**config.mk**
```make
export PLATFORM = sky130hd
export DESIGN_NAME = load_store_unit
export DESIGN_NICKNAME = d
export VERILOG_FILES = /design/src/rtl/lsu_pkg.sv /design/src/rtl/lsu_lane_align.sv /design/src/rtl/load_store_unit.sv
export SDC_FILE = /design/constraint.sdc
export NUM_CORES = 1
export LEC_CHECK = 0
export CORE_UTILIZATION = 45
export DETAILED_ROUTE_END_ITERATION = 10
export GPL_TIMING_DRIVEN = 0
export PLACE_DENSITY = 0.87
export SKIP_LAST_GASP = 1
export SYNTH_ARGS = -nofsm -noshare
export SYNTH_HDL_FRONTEND = slang
export SYNTH_HIERARCHICAL = 1
export SYNTH_SLANG_ARGS = --single-unit
```
**constraint.sdc**
```tcl
create_clock -name clk -period 3.9 [get_ports clk]
set_input_delay 0.78 -clock clk [delete_from_list [all_inputs] [get_ports clk]]
set_output_delay 0.78 -clock clk [all_outputs]
set_load 0.01 [all_outputs]
```
**src/rtl/lsu_pkg.sv**
```systemverilog
// Shared encodings and helpers for the load/store unit.
package lsu_pkg;

  localparam int WORD_IDX_W = 10;

  localparam logic [1:0] SZ_BYTE = 2'b00;
  localparam logic [1:0] SZ_HALF = 2'b01;
  localparam logic [1:0] SZ_WORD = 2'b10;

  typedef enum logic [1:0] {
    ST_IDLE = 2'd0,
    ST_RD   = 2'd1,
    ST_WR   = 2'd2,
    ST_RESP = 2'd3
  } lsu_state_e;

  // Size 2'b11 behaves as a word access.
  function automatic logic is_misaligned(input logic [1:0] size, input logic [1:0] offset);
    logic mis;
    mis = 1'b0;
    if (size == SZ_HALF)  mis = offset[0];
    else if (size[1])     mis = (offset != 2'b00);
    return mis;
  endfunction

endpackage

```
**src/rtl/lsu_lane_align.sv**
```systemverilog
// Combinational lane logic: load extraction with sign/zero extension,
// and merge of sub-word store data into the word read back from RAM.
module lsu_lane_align
  import lsu_pkg::*;
(
  input  logic [1:0]  size_i,
  input  logic [1:0]  offset_i,
  input  logic        unsigned_i,
  input  logic [31:0] rdata_i,
  input  logic [31:0] wdata_i,
  output logic [31:0] load_data_o,
  output logic [31:0] store_data_o
);

  logic [7:0]  byte_v;
  logic [15:0] half_v;

  always_comb begin
    // NOTE: every output and temporary gets a default first, so no case arm can infer a latch.
    byte_v       = 8'h00;
    half_v       = 16'h0000;
    load_data_o  = rdata_i;
    store_data_o = wdata_i;
    case (size_i)
      SZ_BYTE: begin
        byte_v       = rdata_i[{offset_i, 3'b000} +: 8];
        load_data_o  = {{24{~unsigned_i & byte_v[7]}}, byte_v};
        store_data_o = rdata_i;
        store_data_o[{offset_i, 3'b000} +: 8] = wdata_i[7:0];
      end
      SZ_HALF: begin
        // offset[0] is ignored, which also aligns misaligned halves down.
        half_v       = rdata_i[{offset_i[1], 4'b0000} +: 16];
        load_data_o  = {{16{~unsigned_i & half_v[15]}}, half_v};
        store_data_o = rdata_i;
        store_data_o[{offset_i[1], 4'b0000} +: 16] = wdata_i[15:0];
      end
      default: begin
        load_data_o  = rdata_i;
        store_data_o = wdata_i;
      end
    endcase
  end

endmodule

```
**src/rtl/load_store_unit.sv**
```systemverilog
// Load/store sequencer to a 1024x32 word RAM; sub-word stores use read-modify-write.
// Optional: define LSU_MISALIGN_TRAP_EN to reject misaligned accesses with resp_err.
module load_store_unit
  import lsu_pkg::*;
#(
  parameter int ADDR_W = 12,
  parameter int DATA_W = 32
) (
  input  logic                  clk,
  input  logic                  rst,
  input  logic                  req_valid,
  output logic                  req_ready,
  input  logic                  req_we,
  input  logic [1:0]            req_size,
  input  logic                  req_unsigned,
  input  logic [ADDR_W-1:0]     req_addr,
  input  logic [DATA_W-1:0]     req_wdata,
  output logic                  resp_valid,
  output logic [DATA_W-1:0]     resp_rdata,
  output logic                  resp_err,
  output logic                  mem_we,
  output logic [WORD_IDX_W-1:0] mem_addr,
  output logic [DATA_W-1:0]     mem_wdata,
  input  logic [DATA_W-1:0]     mem_rdata
);

  lsu_state_e            state_q;
  logic                  we_q;
  logic [1:0]            size_q;
  logic                  unsigned_q;
  logic [1:0]            offset_q;
  logic [DATA_W-1:0]     wdata_q;
  logic                  mem_we_q;
  logic [WORD_IDX_W-1:0] mem_addr_q;
  logic [DATA_W-1:0]     mem_wdata_q;
  logic                  resp_valid_q;
  logic [DATA_W-1:0]     resp_rdata_q;
  logic                  resp_err_q;

  logic                  trap_hs;
  logic [DATA_W-1:0]     load_data;
  logic [DATA_W-1:0]     store_data;

`ifdef LSU_MISALIGN_TRAP_EN
  assign trap_hs = is_misaligned(req_size, req_addr[1:0]);
`else
  assign trap_hs = 1'b0;
`endif

  lsu_lane_align u_lane_align (
    .size_i       (size_q),
    .offset_i     (offset_q),
    .unsigned_i   (unsigned_q),
    .rdata_i      (mem_rdata),
    .wdata_i      (wdata_q),
    .load_data_o  (load_data),
    .store_data_o (store_data)
  );

  always_ff @(posedge clk or posedge rst) begin
    // NOTE: sequential state uses non-blocking assignments so every register samples pre-edge values.
    if (rst) begin
      state_q      <= ST_IDLE;
      we_q         <= 1'b0;
      size_q       <= SZ_BYTE;
      unsigned_q   <= 1'b0;
      offset_q     <= 2'b00;
      wdata_q      <= '0;
      mem_we_q     <= 1'b0;
      mem_addr_q   <= '0;
      mem_wdata_q  <= '0;
      resp_valid_q <= 1'b0;
      resp_rdata_q <= '0;
      resp_err_q   <= 1'b0;
    end else begin
      mem_we_q     <= 1'b0;
      resp_valid_q <= 1'b0;
      resp_rdata_q <= '0;
      resp_err_q   <= 1'b0;
      case (state_q)
        ST_IDLE: begin
          if (req_valid) begin
            we_q       <= req_we;
            size_q     <= req_size;
            unsigned_q <= req_unsigned;
            offset_q   <= req_addr[1:0];
            wdata_q    <= req_wdata;
            if (trap_hs) begin
              resp_valid_q <= 1'b1;
              resp_err_q   <= 1'b1;
              state_q      <= ST_RESP;
            end else begin
              mem_addr_q <= req_addr[ADDR_W-1:2];
              if (req_we && req_size[1]) begin
                mem_wdata_q <= req_wdata;
                mem_we_q    <= 1'b1;
                state_q     <= ST_WR;
              end else begin
                state_q <= ST_RD;
              end
            end
          end
        end
        ST_RD: begin
          // Read data is consumed here: merged for stores, extracted for loads.
          if (we_q) begin
            mem_wdata_q <= store_data;
            mem_we_q    <= 1'b1;
            state_q     <= ST_WR;
          end else begin
            resp_rdata_q <= load_data;
            resp_valid_q <= 1'b1;
            state_q      <= ST_RESP;
          end
        end
        ST_WR: begin
          resp_valid_q <= 1'b1;
          state_q      <= ST_RESP;
        end
        ST_RESP: state_q <= ST_IDLE;
        default: state_q <= ST_IDLE;
      endcase
    end
  end

  assign req_ready  = (state_q == ST_IDLE) && !rst;
  assign mem_we     = mem_we_q;
  assign mem_addr   = mem_addr_q;
  assign mem_wdata  = mem_wdata_q;
  assign resp_valid = resp_valid_q;
  assign resp_rdata = resp_rdata_q;
  assign resp_err   = resp_err_q;

endmodule

```
==> metrics.md, run 1 <==
| Metric | Value |
|---|---|
| Die boundary height | approximately 120 um |
| Clock network latency to the later pin of the worst-skew pair | ~420 ps |
| Maximum clock frequency | 0.3298 GHz |
| Clock Pin Slew Worst Setup and Hold Paths | 60 ps |
| Via density per instance | 5.769 |
| Yosys top cell by area | dfrtp_1 |
| Critical path's most frequent cell | mux2_2 |
| Share of power burned in registers | 0.266 |
| Fraction of final layout cells with drive strength greater than 1 | 0.2546 |
| Number of I/O port buffers | 159 |
| Worst Setup Path Type | register to register |
| VDD IR-drop max | 0.0005766 V |
| Cell variety after synth | roughly 50 |
| Clock power frac | 0.207 |
| Transition time of the tightest slew-check pin | 868.9 ps |
| Net Sw Power | about 3 mW |
| Power per cell area | 919.0 nW/um^2 |
| Worst setup slack after placement | 956.0 ps |
| Worst-path maximum fanout | 12 |
| TNS Setup | 0 ps |
| Horizontal die dimension | 120.4 um |
| Diodes inserted | 0 |
| Post-route minimum period | a little over 3000 ps |
| Mean instance size in the synthesized netlist | between 10 and 15 um^2 |
| # clock sinks | around 120 |
| Element type at the critical path end | register |
| Xor and xnor fraction of the mapped netlist area | 0 |
| Count of instances resized after the clock tree is built | 0 |
| DRT Wirelength | 19880 um |
| Nets | 832 |
| Number of instances in the synthesized netlist | 562 |
| Final estimated routing congestion in global placement | 0.9045 |
| Main area contributors after synthesis | dfrtp_1, mux2_2, nand2_1, and2_1, a22o_1 |
| Std-Cell Core Area | 13450 um^2 |
| Number of global-route vias before repair | 5466 |
| Area fraction in compound gates after synthesis | 0.1496 |
| Effective utilization at floorplan | 0.4688 |
| Longest Clk Path Bufs | 2 |
| Routed wire per std cell | 21.38 um |
| Most used standard cell by instance count after synthesis | mux2_2 |
| Number of H-tree levels | 4 |
| Share of total power in combinational logic | 0.527 |
| TritonCTS clock tree | yes |
| Static leakage | 3.719 nW |
| Number of maximum-capacitance violations | 0 |
| Root Driver | clkbuf_16 |
| Hold/Removal Path Class | register to register |
| First-pass GRT wire length | 30330 um |
| GRT Total Usage | 0.2841 |
| Number of synthesized flops with an enable pin | 0 |
| Cts hold-fix bufs | 0 |
| Kind of cell adding the most delay to the critical path | buffers and inverters |
| Post-detailed-route count of antenna-violating nets | 0 |
| Adder and majority gate portion of the synthesized area | 0.01587 |
| Utilization after layout | 0.6536 |
| Number of pins exceeding their max-slew limit in the final report | 0 |
| Net switching share of the total power | 0.3732 |
| HPWL after detailed placement | between 15000 and 20000 um |
| Final hold violation count | 0 |
| Ordered list of cells on the worst path | buf_4, buf_2, inv_2, ha_1, nor3b_1, and4_1, clkbuf_1, a222oi_1, inv_1, mux2_2, mux2_2 |
| Dominant register cell in the synthesized netlist | dfrtp_1 |
| Crit start category | register |
| Proportion of register bits with asynchronous set or reset after synthesis | 1.000 |
| Syn_nets | 653 |
| Worst hold-check slack | 502.1 ps |
| Critical path data required time | 4210 ps |
| Combinational family with the most area after synthesis | multiplexers |
| Internal power | 5.066 mW |
| Row count | 42 |
| Leftover overflow at the end of global routing | 0 |
| Final number of setup-violating endpoints | 0 |
| Share of synthesized area spent on multiplexers | 0.2317 |
| Post-route design area | 8793 um^2 |
| Antenna violations before repair | 0 |
| Number of vias after detailed routing | 5365 |
| Worst-case headroom to the max-slew limit | 0.4163 |
| Sequential element share of the synthesized area | 0.4602 |
| Synthesis warning total | 6 |
| DP Area | between 8000 and 9000 um^2 |
| Buffer and inverter count on the worst path | 5 |
| Fin worst setup slack | around 870 ps |
| Basic-gate share of the synthesized area counting and, or, nand and nor cells | 0.1008 |
| Largest stage delay on the critical path | 450 ps |
| Data arrival time of the critical path | ~3300 ps |
| Register bit count reported by yosys | 116 |
| CP max stage cell | a222oi_1 |
| Total I/O pin count | 161 |
| Number of CTS-inserted buffers | 17 |
| Unrepaired setup endpoints after global routing | no |
| Maximum number of pins on one net before global-route repair | 69 |
| DRC violation total after the first TritonRoute iteration | 529 |
| Area growth from synthesis to final layout | 39.42% |
| 1st-pass router iterations | 7 |
| Top post-synthesis cells by count | mux2_2, dfrtp_1, nand2_1 |
| Clk_skew | 10.19 ps |
| Number of buffers inserted by post-CTS setup repair | 0 |
| Detailed-route DRC error count | 0 |
| DIE AREA | 14490 um^2 |
| Synthesized area | 6307 um^2 |
| Area share of the largest cell type after synthesis | 0.4602 |
| Tcrit/Tclk final | 0.7775 |
| Outcome | completed |
[tightest hold or removal path: cells and delay by family (launching register included)]
kind	cells	cell delay, ps
AO/OA/AOI/OAI	1	60
flip-flops	1	350
AND/OR/NAND/NOR	1	50
[flip-flops by register name, indices dropped and copies added (netlist names)]
register,count
we_q,1
resp_rdata,32
state_q,2
mem_wdata,32
wdata_q,32
mem_addr,10
unsigned_q,1
size_q,2
resp_valid,1
mem_we,1
offset_q,2
[layout by cell type, fill, tap and decap left out, drive strengths merged, types with 7 or more instances in the layout]
cell type      synthesis  final
nand2b                 8      8
nor2                   7      7
a21oi                 39     39
dfrtp                116    116
inv                   11     11
clkdlybuf4s50          0    159
a22o                  17     17
nand2                 66     66
o21ai                 14     14
buf                   21     22
mux2                 120    120
and2                  32     32
clkbuf                20     40
o221ai                 7      7
mux2i                 11     11
a222oi                 8      8
ha                     8      8
a22oi                  8      8
[routing by layer]
| layer | vias up | share of wire | global-route usage |
|---|---|---|---|
| met1 | 2651 | 0.42 | 0.3624 |
| met3 | 44 | 0.067 | 0.07264 |
| met2 | 261 | 0.49 | 0.4594 |
| met5 | - | 0 | 0 |
| li1 | 2409 | - | - |
| met4 | 0 | 0.028 | 0.1173 |
[final timing paths]
| path | depth (start not counted) | from | end | slack, ps |
|---|---|---|---|---|
| worst min register to register | 2 | we_q | mem_we | 500 |
| worst min-delay path | 2 | we_q | mem_we | 500 |
| worst max register to register | 11 | offset_q[1] | mem_wdata[12] | 870 |
| worst max-delay path | 11 | offset_q[1] | mem_wdata[12] | 870 |
| max in group asynchronous | 3 | rst | wdata_q[5] | 2360 |
| min in group asynchronous | 2 | rst | resp_rdata[23] | 810 |
[power groups by stage]
stage	Sequential (mW)	Combinational, mW	Clock, mW
after floorplan	2.18	2.59	0
after global placement	2.13	4.10	0
after detailed placement	2.16	4.19	0
after CTS	2.14	4.23	1.69
after global routing	2.20	4.55	1.75
final	2.15	4.26	1.67
[final cells by class]
| type | instances | area, um^2 |
|---|---|---|
| Fill cell | 1058 | 4659 |
| Multi-Input combinational cell | 393 | 3144 |
| Sequential cell | 116 | 2903 |
| Timing Repair Buffer | 160 | 1619 |
| Clock buffer | 20 | 466.7 |
| Tap cell | 176 | 220.2 |
| Buffer | 41 | 215.2 |
| Clock inverter | 12 | 177.7 |
| Inverter | 12 | 47.55 |
[logic make-up after synthesis]
group | Yosys count
fa+ha+maj | 8
compound gates | 124
simple gates | 129
other cells | 1
flops | 116
buf+inv | 53
mux | 131
[through the flow]
| step | cells | power (mW) |
|---|---|---|
| after floorplan | 562 | 4.769 |
| after global placement | 897 | 6.224 |
| after detailed placement | 898 | 6.343 |
| after CTS | 930 | 8.066 |
| after global routing | 930 | 8.500 |
| final | 930 | 8.082 |
Power figures use the tool's default switching activity.
==> run 2, diff against run 1 <==
==> constraint.sdc (replaced) <==
create_clock -name clk -period 2.5 [get_ports clk]
set_input_delay 0.5 -clock clk [delete_from_list [all_inputs] [get_ports clk]]
set_output_delay 0.5 -clock clk [all_outputs]
set_load 0.01 [all_outputs]
==> metrics.md, run 2 (synthesis results as in run 1) <==
| Metric | Value |
|---|---|
| Outcome | completed |
| Std-Cell Core Area | 13450 um^2 (unchanged) |
| GR Layer Usage met1 | 0.3686 (+0.006179) |
| Transition time of the tightest slew-check pin | 796.8 ps (-72.05 ps) |
| Clock network latency to the later pin of the worst-skew pair | 420 ps (about the same) |
| DRC violation total after the first TritonRoute iteration | 582 (+10%) |
| Hold/Removal Path Class | register to register |
| Kind of cell adding the most delay to the critical path | buffers and inverters |
| Utilization after layout | 0.6553 (+0.001674) |
| Via density per instance | 5.859 (+1.6%) |
| Detailed-route DRC error count | 0 (unchanged) |
| # clock sinks | 116 (unchanged) |
| Maximum clock frequency | 0.4068 GHz (+23%) |
| Area growth from synthesis to final layout | 39.77% |
| Post-detailed-route count of antenna-violating nets | 0 (unchanged) |
| Die boundary height | 120.4 um (unchanged) |
| Horizontal die dimension | 120.4 um (unchanged) |
| Row count | 42 (unchanged) |
| CP max stage cell | a221oi_1 |
| Number of maximum-capacitance violations | 0 (unchanged) |
| Number of H-tree levels | 4 (unchanged) |
| First-pass GRT wire length | 32330 um (+6.6%) |
| Power per cell area | 1436 nW/um^2 (+56%) |
| Instance count along the most critical hold path | 1 (-1) |
| Worst setup slack after placement | -356.0 ps (-1312 ps) |
| GRT Total Usage | 0.3016 (+0.01745) |
| Crit start category | register |
| Worst min-delay path startpoint | mem_wdata[23] |
| Maximum number of pins on one net before global-route repair | 46 (-33%) |
| Worst hold-check slack | 500.6 ps (-1.558 ps) |
| Number of I/O port buffers | 159 (unchanged) |
| Total I/O pin count | 161 (unchanged) |
| Nets | 833 (+0.12%) |
| Element type at the critical path end | register |
| Tcrit/Tclk final | 0.9833 (+0.2058) |
| Startpoint of the most critical setup path | size_q[1] |
| Final hold violation count | 0 (unchanged) |
| Fin worst setup slack | 41.78 ps (-826.1 ps) |
| Number of pins exceeding their max-slew limit in the final report | 0 (unchanged) |
| Largest stage delay on the critical path | 500 ps (+50 ps) |
| Root Driver | clkbuf_16 |
| Worst Setup Path Type | register to register |
| Routing usage on met3 | 0.07642 (+0.003774) |
| Final total power | 12.66 mW (+57%) |
| DRT Wirelength | 20930 um (+5.3%) |
| VDD IR-drop max | 0.0007759 V (+35%) |
| Number of CTS-inserted buffers | 17 (unchanged) |
| Number of vias after detailed routing | 5455 (+1.7%) |
| Worst flop-to-flop path endpoint | mem_wdata[25] |
| Final number of setup-violating endpoints | 0 (unchanged) |
| Leading cell type in the layout, fill and taps excluded | clkdlybuf4s50_1 |
| Number of global-route vias before repair | 5706 (+4.4%) |
| Grt met2 use | 0.5000 (+0.04059) |
| Routed wire per std cell | 22.48 um (+5.1%) |
| Layer with the highest usage | met2 |
| Most frequent cells in the layout | clkdlybuf4s50_1, mux2_2, dfrtp_1 |
| Diodes inserted | 0 (unchanged) |
| Worst-path maximum fanout | 10 (-2) |
| DIE AREA | 14490 um^2 (unchanged) |
| Antenna violations before repair | 1 (+1) |
| HPWL after detailed placement | 15630 um (+3.3%) |
| TritonCTS clock tree | yes |
| Fraction of final layout cells with drive strength greater than 1 | 0.2662 (+0.01158) |
| Longest Clk Path Bufs | 2 (unchanged) |
| Slack of the worst reg-to-reg path | 40 ps (-830 ps) |
| Leftover overflow at the end of global routing | 0 (unchanged) |
| 1st-pass router iterations | 5 (-2) |
| Worst-case headroom to the max-slew limit | 0.4647 (+0.04840) |
| Critical path data required time | 2810 ps (-1400 ps) |
| Clock Pin Slew Worst Setup and Hold Paths | 60 ps (about the same) |
| Post-route minimum period | 2458 ps (-573.9 ps) |
| Static leakage | 3.711 nW (-0.21%) |
| Data arrival time of the critical path | 2760 ps (-580 ps) |
| Effective utilization at floorplan | 0.4688 (unchanged) |
| Cts hold-fix bufs | 0 (unchanged) |
| Worst-case reg-to-reg path depth | 7 (-4) |
| Ordered list of cells on the worst path | buf_2, clkbuf_1, clkbuf_1, a221oi_1, a2bb2oi_1, mux2_2, mux2_2 |
| Final estimated routing congestion in global placement | 0.9148 (+1.1%) |
| Buffer and inverter count on the worst path | 3 (-2) |
| Clk_skew | 12.65 ps (+2.466 ps) |
| Unrepaired setup endpoints after global routing | yes |
| Hold endpoint | mem_wdata[23] |
| Startpoint of the worst register-to-register path | size_q[1] |
-- run 2: how the worst max path moves through the flow --
stage                     to  slack (ps)  cells past startpoint
2_1_floorplan  mem_wdata[16]           4                     11
3_3_place_gp   mem_wdata[12]        -390                      2
3_5_place_dp   mem_wdata[16]        -360                     11
4_1_cts        mem_wdata[26]          10                      7
5_1_grt        mem_wdata[25]         -50                      7
6_report       mem_wdata[25]          40                      7
-- run 2: worst register-to-register path, stage by stage, from the launching register on --
cell	delay (ps)
dfrtp_1	370
buf_2	180
clkbuf_1	280
clkbuf_1	340
a221oi_1	500
a2bb2oi_1	140
mux2_2	270
mux2_2	270
-- run 2: what timing repair did --
item                                    4_1_cts  5_1_grt
buffers inserted                              2        0
endpoints found under the hold margin         0        0
gates resized for setup                       9        7
endpoints found under the setup margin       31       16
pin swaps                                     2        1
-- run 2: per-layer routing --
metal	routed length [um]	part of all wire
met1	8318	0.40
met2	10300	0.49
met3	1586	0.076
met4	711	0.034
met5	13	0.00062
-- run 2: metrics by stage --
stage,area [um^2],TNS (ps),std cells
2_1_floorplan,6314,0,562
3_3_place_gp,8125,-48400,897
5_1_grt,8816,-68.70,931
6_report,8816,0,931
3_5_place_dp,8165,-5349,899
4_1_cts,8791,0,931
-- run 2: final cells by class --
class / instances / area, um^2
fill: 1051 / 4637
multi-input combinational: 393 / 3172
sequential: 116 / 2903
timing repair buffer: 163 / 1647
clock buffer: 20 / 446.7
tap: 176 / 220.2
buffer: 39 / 219.0
clock inverter: 12 / 155.1
inverter: 12 / 53.80
-- run 2: power by group --
| part | internal [mW] | leakage (nW) | total (mW) | switching (mW) |
|---|---|---|---|---|
| sequential | 2.73 | 1.44 | 3.36 | 0.628 |
| clock | 1.59 | 0.279 | 2.47 | 0.879 |
| combinational | 3.50 | 2.00 | 6.83 | 3.33 |
| total | 7.82 | 3.71 | 12.7 | 4.84 |
==> run 3, diff against run 2 <==
--- a/config.mk
+++ b/config.mk
@@ -5,6 +5,7 @@
 export SDC_FILE = /design/constraint.sdc
 export NUM_CORES = 1
 export LEC_CHECK = 0
+export CORE_MARGIN = 1.5
 export CORE_UTILIZATION = 45
 export DETAILED_ROUTE_END_ITERATION = 10
 export GPL_TIMING_DRIVEN = 0
==> metrics.md, run 3 (synthesis results as in run 1) <==
| Metric | Value |
|---|---|
| Outcome | completed |
| Most frequent cells in the layout | clkdlybuf4s50_1, mux2_2, dfrtp_1 |
| TritonCTS clock tree | yes |
| Fraction of final layout cells with drive strength greater than 1 | 0.2639 (-0.002299) |
| Unrepaired setup endpoints after global routing | yes |
| Final cell count without fillers | 934 (+0.32%) |
| Worst min-delay path startpoint | mem_wdata[23] |
| Slack of the worst reg-to-reg path | 70 ps (+20 ps) |
| Longest Clk Path Bufs | 2 (unchanged) |
| Final estimated routing congestion in global placement | 0.9110 (-0.42%) |
| DIE AREA | 14740 um^2 (+1.7%) |
| Worst Setup Path Type | register to register |
| Post-route minimum period | 2434 ps (-23.85 ps) |
| Effective utilization at floorplan | 0.4579 (-0.01090) |
| HPWL after detailed placement | 15260 um (-2.4%) |
| Tcrit/Tclk final | 0.9737 (-0.009540) |
| CP max stage cell | dfrtp_1 |
| Clock Pin Slew Worst Setup and Hold Paths | 50 ps (about the same) |
| Number of H-tree levels | 4 (unchanged) |
| Number of maximum-capacitance violations | 0 (unchanged) |
| Transition time of the tightest slew-check pin | 672.9 ps (-123.9 ps) |
| Critical path data required time | 2800 ps (about the same) |
| Nets | 832 (-0.12%) |
| Ordered list of cells on the worst path | buf_6, buf_6, inv_6, ha_2, nor2_1, and4_4, a221o_1, a22o_1, mux2_2, mux2_2 |
| Largest stage delay on the critical path | 400 ps (-100 ps) |
| Crit start category | register |
| Std-Cell Core Area | 13770 um^2 (+2.4%) |
| # clock sinks | 116 (unchanged) |
| Final hold violation count | 0 (unchanged) |
| Die boundary height | 121.4 um (+0.83%) |
| First-pass GRT wire length | 31880 um (-1.4%) |
| Worst flop-to-flop path endpoint | mem_wdata[16] |
| Data arrival time of the critical path | 2740 ps (-20 ps) |
| Detailed-route DRC error count | 0 (unchanged) |
| Cts hold-fix bufs | 0 (unchanged) |
| Total I/O pin count | 161 (unchanged) |
| Via density per instance | 5.772 (-1.5%) |
| Leading cell type in the layout, fill and taps excluded | clkdlybuf4s50_1 |
| Final total power | 12.62 mW (-0.33%) |
| VDD IR-drop max | 0.0007743 V (-0.21%) |
| Instance count along the most critical hold path | 1 (unchanged) |
| Power per cell area | 1431 nW/um^2 (-0.34%) |
| Number of global-route vias before repair | 5681 (-0.44%) |
| Maximum clock frequency | 0.4108 GHz (+0.98%) |
| 1st-pass router iterations | 8 (+3) |
| Final number of setup-violating endpoints | 0 (unchanged) |
| Row count | 43 (+2.4%) |
| Hold endpoint | mem_wdata[23] |
| DRC violation total after the first TritonRoute iteration | 492 (-15%) |
| Total instance count after detailed placement | 903 (+0.44%) |
| Number of vias after detailed routing | 5391 (-1.2%) |
| Number of pins exceeding their max-slew limit in the final report | 0 (unchanged) |
| Clock network latency to the later pin of the worst-skew pair | 420 ps (about the same) |
| Worst-path maximum fanout | 10 (unchanged) |
| Worst-case headroom to the max-slew limit | 0.5514 (+0.08671) |
| Antenna violations before repair | 0 (-1) |
| Number of I/O port buffers | 159 (unchanged) |
| Horizontal die dimension | 121.4 um (+0.83%) |
| Startpoint of the worst register-to-register path | offset_q[1] |
| Diodes inserted | 0 (unchanged) |
| GRT Total Usage | 0.2915 (-0.01009) |
| Routed wire per std cell | 21.68 um (-3.5%) |
| Number of CTS-inserted buffers | 17 (unchanged) |
| Worst-case reg-to-reg path depth | 10 (+3) |
| Element type at the critical path end | register |
| Maximum number of pins on one net before global-route repair | 47 (+2.2%) |
| Leftover overflow at the end of global routing | 0 (unchanged) |
| Root Driver | clkbuf_16 |
| Post-detailed-route count of antenna-violating nets | 0 (unchanged) |
| Hold/Removal Path Class | register to register |
| Area growth from synthesis to final layout | 39.79% (about the same) |
| Static leakage | 3.737 nW (+0.70%) |
| Clk_skew | 8.218 ps (-4.434 ps) |
| DRT Wirelength | 20250 um (-3.2%) |
| Worst hold-check slack | 495.9 ps (-4.666 ps) |
-- run 3: where the power goes --
part           switching, mW  total (mW)  leakage [nW]  internal [mW]
registers              0.621        3.35          1.44           2.73
logic                   3.30        6.81          2.01           3.51
clock network          0.850        2.46         0.290           1.61
total                   4.77        12.6          3.74           7.85
-- run 3: what timing repair did --
action / CTS / global route
endpoints found under the hold margin: 0 / 0
setup buffers: 2 / 0
setup endpoints to repair: 32 / 23
pin swaps: 1 / 1
cloned: 0 / 0
gates resized for setup: 8 / 9
-- run 3: cell type report --
type	instances	area (um^2)
tap	180	225.2
timing repair buffer	163	1649
clock buffer	22	464.2
inverter	12	53.80
buffer	38	215.2
fill	1132	4956
clock inverter	10	130.1
sequential	116	2903
multi-input combinational	393	3177
-- run 3: routing by layer --
layer | up-vias | share of wire | global-route usage
met5 | - | 0 | 0
met1 | 2635 | 0.41 | 0.3782
li1 | 2411 | - | -
met3 | 52 | 0.079 | 0.06579
met4 | 0 | 0.029 | 0.1169
met2 | 293 | 0.48 | 0.4718
-- run 3: critical path, delay by kind of cell, from the launching register on --
kind	cells	cell delay, ps
AND/OR/NAND/NOR	2	310
AO/OA/AOI/OAI	2	490
buffers and inverters	3	380
multiplexers	2	540
adder cells (fa/ha/maj)	1	210
flip-flops	1	400
-- run 3: per-stage QoR --
stage | utilization | setup WS, ps | setup TNS, ps | instance area [um^2]
after floorplan | - | 4.009 | 0 | 6314
after global placement | 0.5903 | -373.7 | -47860 | 8130
after detailed placement | 0.5932 | -379.6 | -6117 | 8170
after CTS | 0.6380 | 6.090 | 0 | 8787
after global routing | 0.6402 | -24.83 | -51.55 | 8817
final | 0.6402 | 65.63 | 0 | 8817
-- run 3: how the worst max path moves through the flow --
stage                      startpoint            end  slack (ps)  cells past startpoint
after floorplan           offset_q[1]  mem_wdata[16]           4                     11
after global placement            rst  mem_wdata[16]        -370                      2
after detailed placement  offset_q[1]  mem_wdata[16]        -380                     11
after CTS                 offset_q[1]   mem_wdata[3]           6                     10
after global routing        size_q[1]  mem_wdata[31]         -20                      7
final                     offset_q[1]  mem_wdata[16]          70                     10
